`src/rtl/frame_reader_pkg.sv`:
```
// Shared types and constants for the framed-FIFO reader: FSM states, output beat payload, buffer depth.
package frame_reader_pkg;

  localparam int unsigned FR_BUF_DEPTH  = 2;
  localparam int unsigned FR_DATA_W_MAX = 32;
  localparam int unsigned FR_LEN_W_MAX  = 32;

  typedef enum logic [0:0] {
    IDLE     = 1'b0,
    IN_FRAME = 1'b1
  } fr_state_e;

  // Sized for the widest supported configuration; narrower instances zero-extend.
  typedef struct packed {
    logic [FR_DATA_W_MAX-1:0] data;
    logic                     sof;
    logic                     eof;
    logic                     err;
    logic [FR_LEN_W_MAX-1:0]  len;
  } fr_beat_t;

endpackage

```
`src/rtl/frame_reader_obuf.sv`:
```
// Two-entry output buffer with valid/ready on both sides; the head entry drives the output directly.
module frame_reader_obuf
  import frame_reader_pkg::*;
(
  input  logic       clock,
  input  logic       reset,
  input  logic       in_valid_i,
  output logic       in_ready_o,
  input  fr_beat_t   in_beat_i,
  output logic       out_valid_o,
  input  logic       out_ready_i,
  output fr_beat_t   out_beat_o,
  output logic [1:0] count_o
);

  localparam int unsigned CNT_W = 2;

  fr_beat_t           head_q, head_d;
  fr_beat_t           tail_q, tail_d;
  logic [CNT_W-1:0]   count_q, count_d;
  logic               push_c;
  logic               pop_c;

  assign out_valid_o = (count_q != '0);
  assign in_ready_o  = (count_q < CNT_W'(FR_BUF_DEPTH)) || out_ready_i;
  assign push_c      = in_valid_i && in_ready_o;
  assign pop_c       = out_valid_o && out_ready_i;
  assign out_beat_o  = head_q;
  assign count_o     = count_q;

  // Head always holds the oldest entry so the output only changes on a pop or when empty.
  always_comb begin
    head_d  = head_q;
    tail_d  = tail_q;
    count_d = count_q + CNT_W'(push_c) - CNT_W'(pop_c);
    if (pop_c && (count_q == CNT_W'(FR_BUF_DEPTH))) begin
      head_d = tail_q;
    end
    if (push_c) begin
      if ((count_q == '0) || ((count_q == CNT_W'(1)) && pop_c)) begin
        head_d = in_beat_i;
      end else begin
        tail_d = in_beat_i;
      end
    end
  end

  always_ff @(posedge clock) begin
    if (reset) begin
      head_q  <= '0;
      tail_q  <= '0;
      count_q <= '0;
    end else begin
      head_q  <= head_d;
      tail_q  <= tail_d;
      count_q <= count_d;
    end
  end

endmodule

```
`src/rtl/frame_reader.sv`:
```
// Pops a framed FIFO, enforces sof/eof framing, drops orphan bytes and streams beats with frame length.
// Optional statistics outputs (frame_cnt, err_cnt) are built when FRAME_READER_STATS_EN is defined.
module frame_reader
  import frame_reader_pkg::*;
#(
  parameter int unsigned DATA_WIDTH = 8,
  parameter int unsigned LEN_WIDTH  = 16
) (
  input  logic                  clock,
  input  logic                  reset,
  output logic                  rd_en,
  input  logic                  rd_sof,
  input  logic                  rd_eof,
  input  logic [DATA_WIDTH-1:0] dout,
  input  logic                  empty,
  output logic                  out_valid,
  input  logic                  out_ready,
  output logic [DATA_WIDTH-1:0] out_data,
  output logic                  out_sof,
  output logic                  out_eof,
  output logic                  out_err,
  output logic [LEN_WIDTH-1:0]  out_len,
  output logic                  drop_pulse
`ifdef FRAME_READER_STATS_EN
  ,
  output logic [31:0]           frame_cnt,
  output logic [31:0]           err_cnt
`endif
);

  localparam int unsigned LVL_W = 3;

  fr_state_e              state_q, state_d;
  logic [LEN_WIDTH-1:0]   len_q, len_d;
  logic [LEN_WIDTH-1:0]   len_inc_c;
  logic                   inflight_q;
  logic                   drop_q, drop_d;
  logic                   fwd_c;
  logic                   push_c;
  logic                   pop_c;
  logic [LVL_W-1:0]       level_c;
  fr_beat_t               beat_c;
  fr_beat_t               obuf_beat;
  logic                   obuf_in_ready;
  logic [1:0]             obuf_count;
  logic                   unused_hi_c;

  // Occupancy after this cycle's pop plus the byte already requested must leave a free slot.
  assign pop_c   = out_valid && out_ready;
  assign level_c = LVL_W'(obuf_count) + LVL_W'(inflight_q) - LVL_W'(pop_c);
  assign rd_en   = !reset && !empty && (level_c < LVL_W'(FR_BUF_DEPTH));

  assign len_inc_c = (len_q == '1) ? len_q : len_q + LEN_WIDTH'(1);
  assign push_c    = fwd_c && obuf_in_ready;

  // Framing FSM: classifies the byte returned for last cycle's pop.
  always_comb begin
    state_d = state_q;
    len_d   = len_q;
    fwd_c   = 1'b0;
    drop_d  = 1'b0;
    beat_c  = '0;
    if (inflight_q) begin
      if (rd_sof) begin
        fwd_c   = 1'b1;
        len_d   = LEN_WIDTH'(1);
        state_d = rd_eof ? IDLE : IN_FRAME;
      end else if (state_q == IN_FRAME) begin
        fwd_c   = 1'b1;
        len_d   = len_inc_c;
        state_d = rd_eof ? IDLE : IN_FRAME;
      end else begin
        drop_d  = 1'b1;
      end
      beat_c.data = FR_DATA_W_MAX'(dout);
      beat_c.sof  = rd_sof;
      beat_c.eof  = rd_eof;
      beat_c.err  = rd_sof && (state_q == IN_FRAME);
      beat_c.len  = FR_LEN_W_MAX'(len_d);
    end
  end

  always_ff @(posedge clock) begin
    if (reset) begin
      state_q    <= IDLE;
      len_q      <= '0;
      inflight_q <= 1'b0;
      drop_q     <= 1'b0;
    end else begin
      state_q    <= state_d;
      len_q      <= len_d;
      inflight_q <= rd_en;
      drop_q     <= drop_d;
    end
  end

  frame_reader_obuf u_obuf (
    .clock       (clock),
    .reset       (reset),
    .in_valid_i  (push_c),
    .in_ready_o  (obuf_in_ready),
    .in_beat_i   (beat_c),
    .out_valid_o (out_valid),
    .out_ready_i (out_ready),
    .out_beat_o  (obuf_beat),
    .count_o     (obuf_count)
  );

  assign out_data    = DATA_WIDTH'(obuf_beat.data);
  assign out_sof     = obuf_beat.sof;
  assign out_eof     = obuf_beat.eof;
  assign out_err     = obuf_beat.err;
  assign out_len     = LEN_WIDTH'(obuf_beat.len);
  assign drop_pulse  = drop_q;
  assign unused_hi_c = ^{obuf_beat.data >> DATA_WIDTH, obuf_beat.len >> LEN_WIDTH};

`ifdef FRAME_READER_STATS_EN
  logic [31:0] frame_cnt_q;
  logic [31:0] err_cnt_q;

  // Protocol errors are counted both as flagged beats leaving and as dropped orphans.
  always_ff @(posedge clock) begin
    if (reset) begin
      frame_cnt_q <= '0;
      err_cnt_q   <= '0;
    end else begin
      frame_cnt_q <= frame_cnt_q + 32'(pop_c && out_eof);
      err_cnt_q   <= err_cnt_q + 32'(pop_c && out_err) + 32'(drop_q);
    end
  end

  assign frame_cnt = frame_cnt_q;
  assign err_cnt   = err_cnt_q;
`endif

endmodule

```
`config.mk`:
```
export PLATFORM = sky130hd
export DESIGN_NAME = frame_reader
export DESIGN_NICKNAME = d
export VERILOG_FILES = /design/src/rtl/frame_reader_pkg.sv /design/src/rtl/frame_reader_obuf.sv /design/src/rtl/frame_reader.sv
export SDC_FILE = /design/constraint.sdc
export NUM_CORES = 1
export LEC_CHECK = 0
export ABC_AREA = 1
export BUFFER_PORTS_ARGS = -buffer_cell sky130_fd_sc_hd__buf_2
export CAP_MARGIN = 20
export CORE_MARGIN = 4
export CORE_UTILIZATION = 40
export CTS_CLUSTER_DIAMETER = 50
export CTS_CLUSTER_SIZE = 28
export DETAILED_ROUTE_END_ITERATION = 8
export PLACE_DENSITY_LB_ADDON = 0.25
export SETUP_SLACK_MARGIN = 0.5
export SLEW_MARGIN = 20
export SYNTH_ARGS = -nofsm -noshare
export SYNTH_HDL_FRONTEND = slang
export SYNTH_SLANG_ARGS = --single-unit
```
`constraint.sdc`:
```
create_clock -name clock -period 3.95 [get_ports clock]
set_input_delay 1.185 -clock clock [delete_from_list [all_inputs] [get_ports clock]]
set_output_delay 1.185 -clock clock [all_outputs]
set_load 0.05 [all_outputs]
```
# After elaboration in Yosys (flattened, before gate mapping)
# Index checks and enable logic that the tools add are counted.
[classes] n_eq_ne=3 bitwise_logic=2 n_mux=14 n_lt_le_gt_ge=2 n_reduce_logical=16 addsub=5
[ops] cell="67-bit 2-to-1 mux" count=3
[ops] cell="16-bit 2-to-1 mux" count=3
[ops] cell="43-bit 2-to-1 mux" count=1
[ops] cell="16-bit by 1-bit adder with 16-bit output, second input constant" count=1
[ops] cell="16-bit == test, second input constant" count=1
[ops] cell="1-bit logical AND" count=8
[ops] cell="1-bit 2-to-1 mux" count=7
[ops] cell="2-bit by 1-bit adder with 3-bit output" count=1
[ops] cell="3-bit by 2-bit < comparator with 1-bit output, second input constant" count=1
[ops] cell="3-bit OR reduction" count=1
[ops] cell="3-bit by 1-bit subtractor with 3-bit output" count=1
[ops] cell="2-bit by 1-bit adder with 2-bit output" count=1
[ops] cell="2-bit by 1-bit == test with 1-bit output, second input constant" count=1
[ops] cell="2-bit == test, second input constant" count=1
[ops] cell="1-bit zero test" count=2
[ops] cell="2-bit zero test" count=1
[ops] cell="1-bit logical OR" count=2
[ops] cell="2-bit < comparator, second input constant" count=1
[ops] cell="1-bit NOT" count=2
[ops] cell="2-bit AND reduction" count=1
[ops] cell="2-bit nonzero test" count=1
[ops] cell="2-bit by 1-bit subtractor with 2-bit output" count=1
[word_totals] in_bits=14 elab_cells=57 register_bits=155

# Logic depth before layout (Yosys ltp)
[logic_depth] ltp_word=7 ltp_mapped=11 depth_no_buf=10

# Hierarchy
# From an unflattened synthesis, not the netlist that was laid out.
[hier_totals] hier_cells=1380 hier_area_um2=8583.2
[modules_own_cells] module="frame_reader_obuf" cells_each=1128 instances=1 seq_area_each_um2=2722.6 area_per_inst_um2=7046.8
[modules_own_cells] module="frame_reader" cells_each=252 instances=1 seq_area_each_um2=380.4 area_per_inst_um2=1536.5

# Least setup slack after synthesis
# OpenSTA, ideal clock, no wires.
[synth_timing] path_kind="input-to-output" from="in out_ready" to="out rd_en" arrival_time_ns=3.267 stages=8 path_slack_ns=-0.502 required_time_ns=2.765 path_cell_list="inv_1 nor2_1 ha_1 inv_1 nand2_1 fa_1 nand2_1 nor3_1"
[synth_between] elab_chain_cells=4
[synth_lines] item="start, declared" line_no="frame_reader.sv:17" rtl="input logic out_ready,"
[synth_lines] item="1-bit logical AND" line_no="frame_reader.sv:49" rtl="assign pop_c = out_valid && out_ready;"
[synth_lines] item="3-bit by 1-bit subtractor with 3-bit output" line_no="frame_reader.sv:50" rtl="assign level_c = LVL_W'(obuf_count) + LVL_W'(inflight_q) - LVL_W'(pop_c);"
[synth_lines] item="3-bit by 2-bit < comparator with 1-bit output" line_no="frame_reader.sv:51" rtl="assign rd_en = !reset && !empty && (level_c < LVL_W'(FR_BUF_DEPTH));"
[synth_lines] item="1-bit logical AND" line_no="frame_reader.sv:51"
[synth_lines] item="end, declared" line_no="frame_reader.sv:11" rtl="output logic rd_en,"
# Every way passes these cells.

# Worst setup path after layout
# Ends and elaborated chain as after synthesis.

==> results_dict.tcl <==
set metrics [dict create \
    cts.sinks 75 \
    finalHoldViolations 0 \
    drtAntennaViolNets 0 \
    crit_arrival_ps 2680 \
    cts_buffer_depth 2 \
    drive_gt1_share_pct 18.3 \
    cts_tree "built" \
    hp-class "flip-flop to flip-flop" \
    synth_xor_xnor_area_share_pct 1.44 \
    grt_pass1_vias 3072 \
    max_freq_mhz 259 \
    internal-power_mw 1.67 \
    synth_compound_area_share_pct 19.6 \
    path_buf_inv 4 \
    final_common_cell "nand2_1" \
    required_ps 2760 \
    route.vias.total 3240 \
    total_power_mw 2.87 \
    use_met3_pct 3.89 \
    layout.cells.non_filler 643 \
    globalRouteMet1Util_pct 22.1 \
    fin_crit_sh_pct 97.9 \
    synth_top_family_by_area "simple AND/OR/NAND/NOR gates" \
    die_area_um2 10700 \
    period_needed_ps 3870 \
    grt_pass1_wl_um 14600 \
    grtUsageMet2_pct 28.6 \
    cp_slowest_cell "fa_1" \
    nNetsFinal 549 \
    portBuffers 43 \
    core-area_um2 8810 \
    hpwl_um 5420 \
    drc_errors 0 \
    worst-setup-path-type "primary input to output port" \
    grtUsageTotal_pct 17.1 \
    power.leakage_nw 1.86 \
    initialDrtViolationCount 138 \
    synth_top_cell_area_share_pct 41.2 \
    cts_buffers 9 \
    power_density_nw_per_um2 691 \
    grt_busiest_layer "met2" \
    ys_seq_area_share_pct 41.2 \
    diodes 0 \
    antenna_found_initial 0 \
    crit_fanout 2 \
    ioPinCount 44 \
    cp_cell_sequence "buf_2, inv_1, nor2_1, ha_1, inv_1, nand2_1, fa_1, nand2_2, nor3_4, buf_6" \
    synth_adder_area_share_pct 1.92 \
    clk_pin_slew_worst_paths_ps 80 \
    worst_slack_ps 84.0 \
    die_w_um 103 \
    cp-start-kind "primary input" \
    grt_max_degree 55 \
    vias_per_cell 5.04 \
    maxSlewHeadroom_pct 54.7 \
    placed_cells 627 \
    seqPwrFrac_pct 34.0 \
    dp_worst_setup_slack_ps -21.6 \
    avgSynthCellArea_um2 7.33 \
    vdd_drop_max_uv 453 \
    clkLatencyLatePin_ps 350 \
    synth_area_um2 3640 \
    rsz0062_at_grt "true" \
    outcome "finished, final reports clean" \
    worst_hold_slack_ps 483 \
    die_y_um 103 \
    crit_top_cell "inv_1" \
    worst_pin_slew_ps 679 \
    synth_area_leaders "dfxtp_1, nand2_1, a21oi_1" \
    ys_warn_count 0 \
    fill_cells 870 \
    swShare_pct 41.8 \
    cp_slowest_stage_delay_ps 490 \
    wl_um 8330 \
    grt_overflow 0 \
    cts_root_buffer "clkbuf_8" \
    cp-end-kind "output port" \
    seqCellArea_um2 1500 \
    drt-pass1-iter-count 5 \
    power_frac_clock_pct 27.5 \
    area_growth_pct 14.1 \
    synth.largest_area_cell "dfxtp_1" \
    comb_power_share_pct 38.5 \
    crit_family "adder cells" \
    postSynthNetCount 516 \
    slew_viol_final 0 \
    synthMuxAreaShare_pct 0 \
    synth_simple_gate_area_share_pct 27.5 \
    ys_ff_latch 75 \
    wl_per_cell_um 12.9 \
    skew_ps 5.87 \
    multi_input_area_um2 1850 \
    yosysUniqueCellTypes 37 \
    rows 34 \
    drv_cap 0 \
    cts_max_level 3 \
    mostFrequentLayoutCells "nand2_1, dfxtp_1, a21oi_1" \
    synthCells 497 \
    setup_violations 0 \
    place.gp.congestion 0.871 \
    initial_utilization_pct 41.4 \
    p_sw_mw 1.20 \
]
## timing repair
item | 4_1_cts | 5_1_grt
resized for setup | 3 | 0
setup endpoints to repair | 1 | 1
pin swaps | 1 | 0
cloned | 0 | 0
buffers inserted | 0 | 0
hold buffers | 0 | 0
endpoints found under the hold margin | 0 | 0
## per-stage QoR
step	instance area [um2]	util, %	TNS [ps]
2_1_floorplan	3660	-	0
3_3_place_gp	3880	44.0	0
3_5_place_dp	3880	44.0	-21.6
4_1_cts	4160	47.2	0
5_1_grt	4160	47.2	0
6_report	4160	47.2	0
## layer usage
metal	up-vias	routed length, um	part of all wire (%)
met5	-	0	0
met4	0	96	1.2
met3	10	334	4.0
met2	64	3850	46
met1	1455	4040	49
li1	1711	-	-
## logic make-up (layout without fill, tap and decap cells)
group | Yosys count | after routing
simple gates | 215 | 215
compound gates | 133 | 133
flops | 75 | 75
buf+inv | 63 | 101
xor+xnor | 6 | 6
fa+ha+maj | 5 | 5
## Yosys cell counts
library cell and instances:
nor3_4 1, inv_2 6, xor2_1 4, nand4_1 6, buf_1 1, ha_1 4
inv_1 30, a211oi_2 1, or2_2 3, o221ai_4 1, buf_2 6, a21o_1 2
nand3_2 7, clkbuf_1 10, nand2_1 147, o21ai_1 37, buf_6 7, nor2_2 5
o21ai_0 18, xnor2_1 2, fa_1 1, nand3_1 20, nor2_8 2, o21ai_4 1
nand3_4 1, nor3_1 4, nor4_1 1, nand3b_2 1, nor2_4 1, a21oi_1 71
nand3b_1 1, clkinv_1 1, nor2_1 13, dfxtp_1 75, o211ai_1 2, nand2_2 2
buf_4 2
## worst register-to-register path, delay by kind of cell, from the launching register on
| family | cells | cell delay, ps |
|---|---|---|
| AO/OA/AOI/OAI | 3 | 600 |
| flip-flops | 1 | 690 |
| AND/OR/NAND/NOR | 1 | 570 |
## final cells by class
cell class	instances	share of cell area, %
Multi-Input combinational cell	359	44.6
Sequential cell	75	36.1
Timing Repair Buffer	48	6.23
Clock inverter	7	3.52
Inverter	37	3.34
Tap cell	108	3.25
Clock buffer	9	2.98
## sequential cells by signal, summed over array words and instances (netlist names)
register	count
drop_pulse	1
inflight_q	1
len_q	16
state_q	1
u_obuf.count_o	2
u_obuf.out_beat_o	27
u_obuf.tail_q	27
## power by group through the flow
stage	Sequential [mW]	Combinational (mW)	Clock [mW]
finish	0.978	1.11	0.790
global route	0.998	1.22	0.841
CTS	0.980	1.12	0.812
detailed placement	0.996	1.11	0
global placement	0.992	1.09	0
floorplan	1.28	0.606	0
## path summary, 6_finish.rpt
| check | startpoint | to | slack [ps] | depth (start not counted) |
|---|---|---|---|---|
| worst min-delay path | len_q[15] | len_q[15] | 480 | 2 |
| worst min register to register | len_q[15] | len_q[15] | 480 | 2 |
| worst max register to register | state_q | u_obuf.out_beat_o[0] | 2020 | 4 |
| worst max-delay path | out_ready | rd_en | 80 | 10 |
Note: power is estimated with default switching activity, not from simulation.
